===== src/rtl/reg_file_sorter_if.sv =====
// -----------------------------------------------------------------------------
// reg_file_sorter_if
// Host-side bus of the sorting register file.
//   start    : sort request (sampled only while the sorter is idle)
//   w_en     : host write enable (honoured only while idle)
//   w_addr   : host write address
//   w_data   : host write data
//   r_addr   : host read address
//   r_data   : combinational read data, mem[r_addr]
//   busy     : high while a sort is running
//   done     : one-cycle pulse when a sort completes
//   swap_cnt : swaps performed by the last or current sort
// Modports: master = host side, slave = sorter side.
// -----------------------------------------------------------------------------
interface reg_file_sorter_if #(
    parameter int N    = 3,
    parameter int BITS = 8
);
    logic            start;
    logic            w_en;
    logic [N-1:0]    w_addr;
    logic [BITS-1:0] w_data;
    logic [N-1:0]    r_addr;
    logic [BITS-1:0] r_data;
    logic            busy;
    logic            done;
    logic [2*N-1:0]  swap_cnt;

    modport master (
        output start, w_en, w_addr, w_data, r_addr,
        input  r_data, busy, done, swap_cnt
    );

    modport slave (
        input  start, w_en, w_addr, w_data, r_addr,
        output r_data, busy, done, swap_cnt
    );
endinterface


===== src/rtl/reg_file_sorter.sv =====
// -----------------------------------------------------------------------------
// reg_file_sorter
// Register file of 2**N words with a built-in bubble-sort engine. The host
// loads words while idle, pulses start, waits for done and reads the array
// back, now in ascending unsigned order. The engine issues its own
// read-A / read-B / write-A / write-B swap sequences, one memory access per
// cycle.
// Ports:
//   clk  : clock, all state updates on the rising edge
//   rstn : asynchronous active-low reset (clears array and engine state)
//   host : reg_file_sorter_if.slave (start, write port, read port, status)
// -----------------------------------------------------------------------------
module reg_file_sorter #(
    parameter int N    = 3,
    parameter int BITS = 8
) (
    input  logic               clk,
    input  logic               rstn,
    reg_file_sorter_if.slave   host
);
    localparam int M = 2**N;

    typedef enum logic [2:0] {
        S_IDLE, S_RD_A, S_RD_B, S_CMP, S_WR_A, S_WR_B, S_DONE
    } state_t;

    state_t          r_state, w_state_next;
    logic [N-1:0]    r_idx, w_idx_next;
    logic [N-1:0]    r_limit, w_limit_next;
    logic [BITS-1:0] r_tmp_a, w_tmp_a_next;
    logic [BITS-1:0] r_tmp_b, w_tmp_b_next;
    logic            r_swapped, w_swapped_next;
    logic [2*N-1:0]  r_swap_cnt, w_swap_cnt_next;

    logic [BITS-1:0] w_words [M];
    logic            w_wr_en;
    logic [N-1:0]    w_wr_addr;
    logic [BITS-1:0] w_wr_data;

    logic [N-1:0]    w_idx_p1;
    logic            w_more;
    logic            w_advance;

    // idx+1 never exceeds limit (<= M-1), so the N-bit increment cannot wrap
    // on any path where it is used as an address.
    assign w_idx_p1 = r_idx + N'(1);
    assign w_more   = ({1'b0, r_idx} + (N+1)'(1)) < {1'b0, r_limit};

    // Single write port shared by the host (idle only) and the swap writes.
    always_comb begin
        w_wr_en   = 1'b0;
        w_wr_addr = host.w_addr;
        w_wr_data = host.w_data;
        case (r_state)
            S_IDLE: w_wr_en = host.w_en;
            S_WR_A: begin
                w_wr_en   = 1'b1;
                w_wr_addr = r_idx;
                w_wr_data = r_tmp_b;
            end
            S_WR_B: begin
                w_wr_en   = 1'b1;
                w_wr_addr = w_idx_p1;
                w_wr_data = r_tmp_a;
            end
            default: ;
        endcase
    end

    // One register per word; the array must be reset and read
    // combinationally, so it is built from flops rather than RAM.
    genvar gi;
    generate
        for (gi = 0; gi < M; gi++) begin : g_word
            logic [BITS-1:0] r_word;
            always_ff @(posedge clk or negedge rstn) begin
                if (!rstn)
                    r_word <= '0;
                else if (w_wr_en && (w_wr_addr == N'(gi)))
                    r_word <= w_wr_data;
            end
            assign w_words[gi] = r_word;
        end
    endgenerate

    always_ff @(posedge clk or negedge rstn) begin
        if (!rstn) begin
            r_state    <= S_IDLE;
            r_idx      <= '0;
            r_limit    <= '0;
            r_tmp_a    <= '0;
            r_tmp_b    <= '0;
            r_swapped  <= 1'b0;
            r_swap_cnt <= '0;
        end else begin
            r_state    <= w_state_next;
            r_idx      <= w_idx_next;
            r_limit    <= w_limit_next;
            r_tmp_a    <= w_tmp_a_next;
            r_tmp_b    <= w_tmp_b_next;
            r_swapped  <= w_swapped_next;
            r_swap_cnt <= w_swap_cnt_next;
        end
    end

    always_comb begin
        w_state_next    = r_state;
        w_idx_next      = r_idx;
        w_limit_next    = r_limit;
        w_tmp_a_next    = r_tmp_a;
        w_tmp_b_next    = r_tmp_b;
        w_swapped_next  = r_swapped;
        w_swap_cnt_next = r_swap_cnt;
        w_advance       = 1'b0;

        case (r_state)
            S_IDLE: begin
                if (host.start) begin
                    w_state_next    = S_RD_A;
                    w_idx_next      = '0;
                    w_limit_next    = '1;   // M-1
                    w_swapped_next  = 1'b0;
                    w_swap_cnt_next = '0;
                end
            end
            S_RD_A: begin
                w_tmp_a_next = w_words[r_idx];
                w_state_next = S_RD_B;
            end
            S_RD_B: begin
                w_tmp_b_next = w_words[w_idx_p1];
                w_state_next = S_CMP;
            end
            S_CMP: begin
                // Strict compare: equal words stay put, keeping the sort stable.
                if (r_tmp_a > r_tmp_b)
                    w_state_next = S_WR_A;
                else
                    w_advance = 1'b1;
            end
            S_WR_A: w_state_next = S_WR_B;
            S_WR_B: begin
                w_swap_cnt_next = r_swap_cnt + (2*N)'(1);
                w_swapped_next  = 1'b1;
                w_advance       = 1'b1;
            end
            S_DONE:  w_state_next = S_IDLE;
            default: w_state_next = S_IDLE;
        endcase

        // End-of-pass test uses the swapped flag including a swap made this
        // very cycle in WR_B.
        if (w_advance) begin
            if (w_more) begin
                w_idx_next   = w_idx_p1;
                w_state_next = S_RD_A;
            end else if (!w_swapped_next || (r_limit == N'(1))) begin
                w_state_next = S_DONE;
            end else begin
                w_limit_next   = r_limit - N'(1);
                w_idx_next     = '0;
                w_swapped_next = 1'b0;
                w_state_next   = S_RD_A;
            end
        end
    end

    assign host.r_data   = w_words[host.r_addr];
    assign host.busy     = (r_state != S_IDLE) && (r_state != S_DONE);
    assign host.done     = (r_state == S_DONE);
    assign host.swap_cnt = r_swap_cnt;
endmodule

===== src/flat_wrapper.sv =====
// flat-port wrapper written by rule: the top's interface ports become plain ports
module reg_file_sorter_flat 
#(
    parameter int N    = 3,
    parameter int BITS = 8
)
  (clk, rstn, host_start, host_w_en, host_w_addr, host_w_data, host_r_addr, host_r_data, host_busy, host_done, host_swap_cnt);
  reg_file_sorter_if #(.N(N), .BITS(BITS)) host_i ();
  input  logic clk;
  input  logic rstn;
  input wire logic [$bits(host_i.start)-1:0] host_start;
  input wire logic [$bits(host_i.w_en)-1:0] host_w_en;
  input wire logic [$bits(host_i.w_addr)-1:0] host_w_addr;
  input wire logic [$bits(host_i.w_data)-1:0] host_w_data;
  input wire logic [$bits(host_i.r_addr)-1:0] host_r_addr;
  output wire logic [$bits(host_i.r_data)-1:0] host_r_data;
  output wire logic [$bits(host_i.busy)-1:0] host_busy;
  output wire logic [$bits(host_i.done)-1:0] host_done;
  output wire logic [$bits(host_i.swap_cnt)-1:0] host_swap_cnt;
  assign host_i.start = host_start;
  assign host_i.w_en = host_w_en;
  assign host_i.w_addr = host_w_addr;
  assign host_i.w_data = host_w_data;
  assign host_i.r_addr = host_r_addr;
  assign host_r_data = host_i.r_data;
  assign host_busy = host_i.busy;
  assign host_done = host_i.done;
  assign host_swap_cnt = host_i.swap_cnt;
  reg_file_sorter #(.N(N), .BITS(BITS)) u_core (.clk(clk), .rstn(rstn), .host(host_i));
endmodule

===== config.mk =====
export PLATFORM = sky130hd
export DESIGN_NAME = reg_file_sorter_flat
export DESIGN_NICKNAME = d
export VERILOG_FILES = /design/src/rtl/reg_file_sorter_if.sv /design/src/rtl/reg_file_sorter.sv /design/src/flat_wrapper.sv
export SDC_FILE = /design/constraint.sdc
export NUM_CORES = 1
export LEC_CHECK = 0
export ABC_CLOCK_PERIOD_IN_PS = 3480
export CORE_MARGIN = 4
export CORE_UTILIZATION = 30
export DETAILED_ROUTE_END_ITERATION = 10
export PLACE_DENSITY = 0.52
export SLEW_MARGIN = 30
export SYNTH_ARGS = -nofsm -noshare
export SYNTH_HDL_FRONTEND = slang
export SYNTH_SLANG_ARGS = --single-unit

===== constraint.sdc =====
create_clock -name clk -period 3.48 [get_ports clk]
set_input_delay 0.87 -clock clk [delete_from_list [all_inputs] [get_ports clk]]
set_output_delay 0.87 -clock clk [all_outputs]
set_load 0.05 [all_outputs]

After elaboration in Yosys (flattened, before gate mapping)
Index checks and enable logic that the tools add are counted.
- flip-flop bits (word level): 96
- word-level logic and storage cells: 101
- add/sub/neg operators: 4
- order comparisons: 5
- eq/ne operators: 19
- muxes and demuxes: 37
- bitwise logic cells: 3
- reduce and logical (&&, ||, !) cells: 18
- operators with widths (kind ; count):
    binary-select mux 8 bit (select 3 bit) ; 3
    2-to-1 mux 8 bit ; 6
    2-to-1 mux 3 bit ; 15
    equality test 3 bit (second input constant) ; 7
    case mux 3 bit (6 select lines) ; 1
    case mux 8 bit (2 select lines) ; 1
    equality test 3 x 2 -> 1 bit (second input constant) ; 4
    greater-or-equal comparator 4 bit (second input constant) ; 3
    inverter 3 -> 4 bit ; 3
    case mux 6 bit (2 select lines) ; 1
    equality test 3 x 1 -> 1 bit (second input constant) ; 3
    logical AND 1 bit ; 9
    > comparator 8 bit ; 1
    adder 6 x 1 -> 6 bit (second input constant) ; 1
    logical NOT 3 bit ; 2
    2-to-1 mux 6 bit ; 1
    case mux 1 bit (2 select lines) ; 3
    case mux 3 bit (2 select lines) ; 1
    2-to-1 mux 1 bit ; 5
    adder 3 x 1 -> 4 bit (second input constant) ; 1
    < comparator 4 x 3 -> 1 bit ; 1
    adder 3 x 1 -> 3 bit (second input constant) ; 1
    != test 3 x 1 -> 1 bit (second input constant) ; 1
    != test 3 x 2 -> 1 bit (second input constant) ; 1
    other kinds (11) ; 11

Longest topological paths before layout
Gate-level depths: netlist of the first run.
- word-level depth: 7
- mapped depth: 9

Least setup slack after synthesis of the first run
No wires, ideal clock.
- path kind: input to output
- start: input port host_r_addr[0]
- end: output port host_r_data[0]
- arrival time: 2.305 ns
- setup slack: 0.305 ns
- stages: 4
- path through: buf_2 buf_2 mux4_2 mux2_2
- word-level cells in the longest chain between the ends: 4
- ends and longest elaborated chain (element ; line ; source):
    start, declared ; flat_wrapper.sv:15 ; input wire logic [$bits(host_i.r_addr)-1:0] host_r_addr;
    inverter 3 -> 4 bit (not written as such) ; reg_file_sorter.sv:168 ; assign host.r_data = w_words[host.r_addr];
    binary-select mux 8 bit (select 3 bit) ; reg_file_sorter.sv:168 ;
    2-to-1 mux 8 bit (not written as such) (2 in series) ; reg_file_sorter.sv:168 ;
    end, declared ; flat_wrapper.sv:16 ; output wire logic [$bits(host_i.r_data)-1:0] host_r_data;
Every way passes these cells. The select of a mux whose other input is x is not followed.

Worst setup path in the final report of the first run
- start: input port host_r_addr[1]
- end: output port host_r_data[3]
Same word-level chain as after synthesis.

==> results of run 1 <==
-- cell usage after synthesis, types with 4 or more instances --
master	count
o21ai_0	11
mux2i_1	26
inv_1	12
o21ai_1	8
a21oi_1	20
nor3_4	5
ha_1	14
nand3_1	6
dfrtp_1	96
nor2_1	24
buf_2	7
mux4_2	48
nand3_4	4
nand2_1	28
mux2_2	68
mux2_1	5
clkbuf_1	6
nand4_1	5
-- sequential cells by signal (all words and copies together) (netlist names) --
register	count
u_core.host.swap_cnt	6
u_core.r_tmp_b	8
u_core.r_limit	3
u_core.g_word.r_word	64
u_core.r_state	3
u_core.r_swapped	1
u_core.r_idx	3
u_core.r_tmp_a	8
-- metrics by stage --
stage,instances,util [%],power (W)
floorplan,446,-,0.00448
global placement,736,34.6,0.00520
detailed placement,736,34.7,0.00530
CTS,752,36.2,0.00631
global route,753,36.3,0.00669
finish,753,36.3,0.00622
-- logic make-up after synthesis --
group	after synthesis	share of synthesized area, %
adder cells (fa/ha/maj)	14	2.98
multiplexers	148	37.1
AND/OR/NAND/NOR	91	9.18
buffers and inverters	35	2.98
XOR/XNOR	3	0.703
AO/OA/AOI/OAI	59	6.18
flip-flops	96	40.9
-- area by class of cell --
class | count | area, um2
repair buffers | 54 | 520
multi-input cells | 315 | 3310
fillers | 1849 | 12100
clock buffers | 9 | 225
inverters | 12 | 45.0
flip-flops and latches | 96 | 2400
clock inverters | 7 | 62.6
well taps | 260 | 325
-- metal layers --
layer	share of wire, %	wire length [um]	GRT usage [%]
met1	46	6860	19.7
met2	49	7250	23.4
met3	3.8	573	2.42
met4	1.7	252	3.97
met5	0	0	0
-- worst max-delay path, cell delays in order --
cell and delay, ns:
clkdlybuf4s50_1 0.50, buf_12 0.17, mux4_2 0.31, mux2_2 0.28, buf_4 0.19
-- power by group --
part           internal, W  leakage (nW)  switching [W]
sequential         0.00162          1.18       0.000477
combinational      0.00162          1.54        0.00152
clock             0.000501         0.144       0.000476
total              0.00374          2.86        0.00248
-- timing repair --
action / CTS / global route
setup buffers: 0 / 0
gates resized for setup: 0 / 1
endpoints found under the setup margin: 0 / 6
-- path summary, 6_finish.rpt --
| path | to | slack (ns) | depth (start not counted) |
|---|---|---|---|
| hold reg to reg | u_core.host.swap_cnt[5] | 0.50 | 1 |
| max in group asynchronous | u_core.g_word[7].r_word[1] | 2.23 | 2 |
| hold / removal | u_core.host.swap_cnt[5] | 0.50 | 1 |
| min in group asynchronous | u_core.r_idx[1] | 0.53 | 1 |
| setup / recovery | host_r_data[3] | 0.27 | 5 |
| setup reg to reg | u_core.g_word[2].r_word[5] | 0.83 | 6 |
==> metrics.md, run 1 <==
| Metric | Value |
|---|---|
| Critical path startpoint category | `primary input` |
| Setup WS pre-CTS | `about 0.0076 ns` |
| Synth warnings | `0` |
| Final setup fails | `0` |
| Area Overhead vs Synth | `17.3%` |
| Yosys top cell area share | `between 40% and 50%` |
| Final period demand of the worst path | `roughly 3.2 ns` |
| Mean post-synth cell area | `between 10 and 15 um2` |
| Placeable core area | `between 15000 and 20000 um2` |
| Peak VDD IR | `0.333 mV` |
| CTS buffer count | `9` |
| Total I/O pin count | `34` |
| DP Area | `around 6600 um2` |
| Post-synth ARST share | `between 90% and 100%` |
| N_diodes | `0` |
| Critical path fanouts, max | `16` |
| Crit path from | `host_r_addr[1]` |
| Worst Setup End Kind | `primary output` |
| Initial DRC Count | `approximately 210` |
| H-tree depth | `3` |
| Most frequent cells in the layout | `dfrtp_1, mux2_2, mux4_2` |
| Total number of vias | `roughly 3900` |
| GP Congestion | `between 0.8 and 0.9` |
| Slew Viols, Final | `0` |
| Number of global-route vias before repair | `roughly 4200` |
| Number of synthesized flops with an enable pin | `0` |
| HP Start | `u_core.host.swap_cnt[5]` |
| Clock skew | `0.0104 ns` |
| Largest net degree at the start of global routing | `between 50 and 60` |
| Critical path class | `primary input to primary output` |
| Yosys cell types | `48` |
| Initial antenna violation count | `0` |
| Most common cell after layout, fill and taps aside | `dfrtp_1` |
| HPWL Detailed | `10300 um` |
| Power Density | `903 nW/um2` |
| Routed vias/inst | `roughly 5.2` |
| Worst hold margin | `around 0.50 ns` |
| First drt pass iteration count | `4` |
| Mapped Cells | `between 400 and 500` |
| Hold buffers post-CTS | `0` |
| Hold Violations, Final | `0` |
| Root Driver | `clkbuf_16` |
| IO Port Bufs | `33` |
| Cell area after layout | `between 6000 and 7000 um2` |
| Starting density of the core | `a little under a third` |
| Share of layout cells above drive strength 1 | `a little under two fifths` |
| CP required | `approximately 2.6 ns` |
| TritonCTS clock tree | `yes` |
| Dominant cell type by area after synthesis | `dfrtp_1` |
| Clock Sinks | `between 90 and 100` |
| Die ar. | `approximately 22000 um2` |
| Clk slew on worst S/H paths | `~0.070 ns` |
| Synthesized Nets | `between 400 and 500` |
| MaxCap Viol Count | `0` |
| RSZ-0062 raised after global routing | `false` |
| Fin worst setup slack | `around 0.27 ns` |
| Fmax | `311 MHz` |
| DIE WIDTH | `around 150 um` |
| Relative slew slack | `between 50% and 60%` |
| # nets final | `520` |
| Slew @ Worst Pin | `between 0.6 and 0.7 ns` |
| Arr. time, crit path | `2.34 ns` |
| Antenna viol nets, final | `0` |
| Seq/Total Area, Yosys | `between 40% and 50%` |
| Yosys reg bits | `96` |
| DRC | `0` |
| First-pass GRT wire length | `24200 um` |
| Fin crit share | `roughly 90%` |
| Leakage | `2.86 nW` |
| WL final | `about 15000 um` |
| GRT overflow | `0` |
| Deepest clock path buffer count | `2` |
| DIE HEIGHT | `148 um` |
| FF-to-FF Start | `u_core.r_state[2]` |
| Num rows | `50` |
| Mean routed wirelength per cell | `19.8 um` |
| Largest cells by area after synthesis | `dfrtp_1, mux4_2, mux2_2` |
| GRT Total Usage | `between 10% and 20%` |
| Clk Latency, worst-skew pair | `~0.35 ns` |
| Synth Flop Type | `dfrtp_1` |
| Status | `finished, final reports clean` |
| Setup TNS | `0 ns` |
| Hold Crit Class | `flip-flop to flip-flop` |
| Mapped Area | `5870 um2` |
No activity file was read; power rests on OpenSTA's default activity.
==> run 2: changes to the inputs <==
- HOLD_SLACK_MARGIN: unset -> 0.06
==> results of run 2 <==
No change in the layout: final DEF, timing and power equal those of run 1.
==> run 3: changes to the inputs <==
- CTS_BUF_LIST: unset -> sky130_fd_sc_hd__clkbuf_2 sky130_fd_sc_hd__clkbuf_4 sky130_fd_sc_hd__clkbuf_8
==> run 3 against run 2 <==
Core utilization fell by 0.53 points. First-iteration DRC count is 5.3% higher. Clock skew increased by 0.0040 ns. Total power decreased by 3.9%. Cell count did not move. Clock-buffer cell count stayed put. Wire length increased by 0.28%. Hold slack worse by 0.021 ns. Combinational power hardly changed. Sequential share of layout area increased by 0.52 points.
==> metrics.md, run 3 (synthesis gave the netlist of run 1 again) <==
| Metric | Value |
|---|---|
| Fmax | `311 MHz` |
| WP buf/inv | `3` |
| DRC | `0` |
| First drt pass iteration count | `4` |
| Clock Sinks | `96` |
| MaxCap Viol Count | `0` |
| Total number of vias | `3923` |
| Relative slew slack | `between 50% and 60%` |
| Peak VDD IR | `between 0.3 and 0.4 mV` |
| Layout Utilization | `between 30% and 40%` |
| Fin crit share | `92.3%` |
| H-tree depth | `3` |
| Root Driver | `clkbuf_8` |
| Total I/O pin count | `34` |
| Mean routed wirelength per cell | `19.9 um` |
| Share of layout cells above drive strength 1 | `between 30% and 40%` |
| Status | `finished, final reports clean` |
| Number of global-route vias before repair | `approximately 4200` |
| Setup TNS | `0 ns` |
| Final period demand of the worst path | `about 3.2 ns` |
| Largest net degree at the start of global routing | `55` |
| N_diodes | `0` |
| Arr. time, crit path | `approximately 2.3 ns` |
| Area Overhead vs Synth | `15.6%` |
| Leakage | `2.81 nW` |
| WL final | `between 10000 and 15000 um` |
| Biggest regs | `u_core.g_word.r_word (64), u_core.r_tmp_a (8), u_core.r_tmp_b (8)` |
| First-pass GRT wire length | `around 24000 um` |
| Critical path startpoint category | `primary input` |
| Top cell family by delay on the critical path | `buffers and inverters` |
| Number of gates resized after CTS | `0` |
| HPWL Detailed | `a little over 10000 um` |
| RSZ-0062 raised after global routing | `false` |
| Crit-path slowest cell | `clkdlybuf4s50_1` |
| Routed vias/inst | `approximately 5.2` |
| CP required | `~2.6 ns` |
| Clock skew | `0.0144 ns` |
| DIE HEIGHT | `148 um` |
| # nets final | `between 500 and 600` |
| Die ar. | `21900 um2` |
| Hold buffers post-CTS | `0` |
| Clk slew on worst S/H paths | `approximately 0.1 ns` |
| Antenna viol nets, final | `0` |
| TritonCTS clock tree | `yes` |
| Power Density | `about 880 nW/um2` |
| Initial antenna violation count | `0` |
| DIE WIDTH | `around 150 um` |
| Slew @ Worst Pin | `just over 0.7 ns` |
| Critical path class | `primary input to primary output` |
| CP max stage delay | `0.50 ns` |
| Worst Setup End Kind | `primary output` |
| IO Port Bufs | `33` |
| Setup Buffers After CTS | `0` |
| CTS buffer count | `9` |
| Layout fillers | `approximately 1900` |
| Worst path cell trace | `clkdlybuf4s50_1, buf_12, mux4_2, mux2_2, buf_4` |
| Num rows | `50` |
| Hold Crit Class | `primary input to asynchronous set/reset pin` |
| Initial DRC Count | `between 200 and 250` |
| Hold Violations, Final | `0` |
| Clk Latency, worst-skew pair | `around 0.39 ns` |
| Deepest clock path buffer count | `2` |
| Placeable core area | `about 19000 um2` |
| Largest register by flop count | `u_core.g_word.r_word` |
| Final setup fails | `0` |
| Slew Viols, Final | `0` |
| Critical path fanouts, max | `16` |
| GP Congestion | `0.808` |
| GRT overflow | `0` |
| Most frequent cells in the layout | `dfrtp_1, mux2_2, mux4_2` |
| Starting density of the core | `a little under a third` |
| GRT Total Usage | `14.2%` |
| Most common cell after layout, fill and taps aside | `dfrtp_1` |
| Max reg flops | `64` |
| Tot Pwr | `around 0.0060 W` |
[run 3: cell counts in the layout (fill, tap and decap cells not counted)]
No cell type changed its count.
[run 3: per-stage QoR]
stage | area (um2) | setup slack, ns | hold slack [ns] | std cells
after floorplan | 5870 | 0.305 | 0.489 | 446
after global placement | 6570 | 0.0365 | 0.476 | 736
after detailed placement | 6570 | 0.00755 | 0.502 | 736
after CTS | 6760 | 0.00811 | 0.488 | 752
after global routing | 6790 | 0.243 | 0.513 | 753
final | 6790 | 0.270 | 0.481 | 753
[run 3: layout make-up]
cell class | count | area, um2 | area share [%]
clock buffers | 9 | 124 | 1.82
clock inverters | 7 | 62.6 | 0.922
inverters | 12 | 45.0 | 0.664
multi-input cells | 315 | 3310 | 48.7
flip-flops and latches | 96 | 2400 | 35.4
well taps | 260 | 325 | 4.79
repair buffers | 54 | 520 | 7.67
[run 3: per-layer routing]
layer	vias up	routed length, um	global-route usage [%]
li1	1777	-	-
met1	2056	7080	19.7
met2	73	7200	22.9
met3	17	440	2.61
met4	0	263	4.02
met5	-	0	0
[run 3: final timing paths]
kind                                          from                         end  slack, ns  cells after the start
hold / removal                                rstn             u_core.r_idx[1]       0.48                      1
min in group clk           u_core.host.swap_cnt[5]     u_core.host.swap_cnt[5]       0.51                      1
setup reg to reg                 u_core.r_state[2]  u_core.g_word[2].r_word[5]       0.84                      6
hold reg to reg            u_core.host.swap_cnt[5]     u_core.host.swap_cnt[5]       0.51                      1
setup / recovery                    host_r_addr[1]              host_r_data[3]       0.27                      5
max in group asynchronous                     rstn  u_core.g_word[6].r_word[1]       2.28                      2
[run 3: worst register-to-register path: stages, from the launching register on]
cell and delay (ns):
dfrtp_1 0.57, nand2b_1 0.36, buf_4 0.28, o21a_2 0.29, nor3_4 0.44, buf_4 0.25, mux2_2 0.34
[run 3: report_power, final]
part / internal, W / total, W / switching [W]
Sequential: 0.00162 / 0.00210 / 0.000479
Clock: 0.000275 / 0.000728 / 0.000453
Combinational: 0.00162 / 0.00315 / 0.00153
Total: 0.00352 / 0.00598 / 0.00246
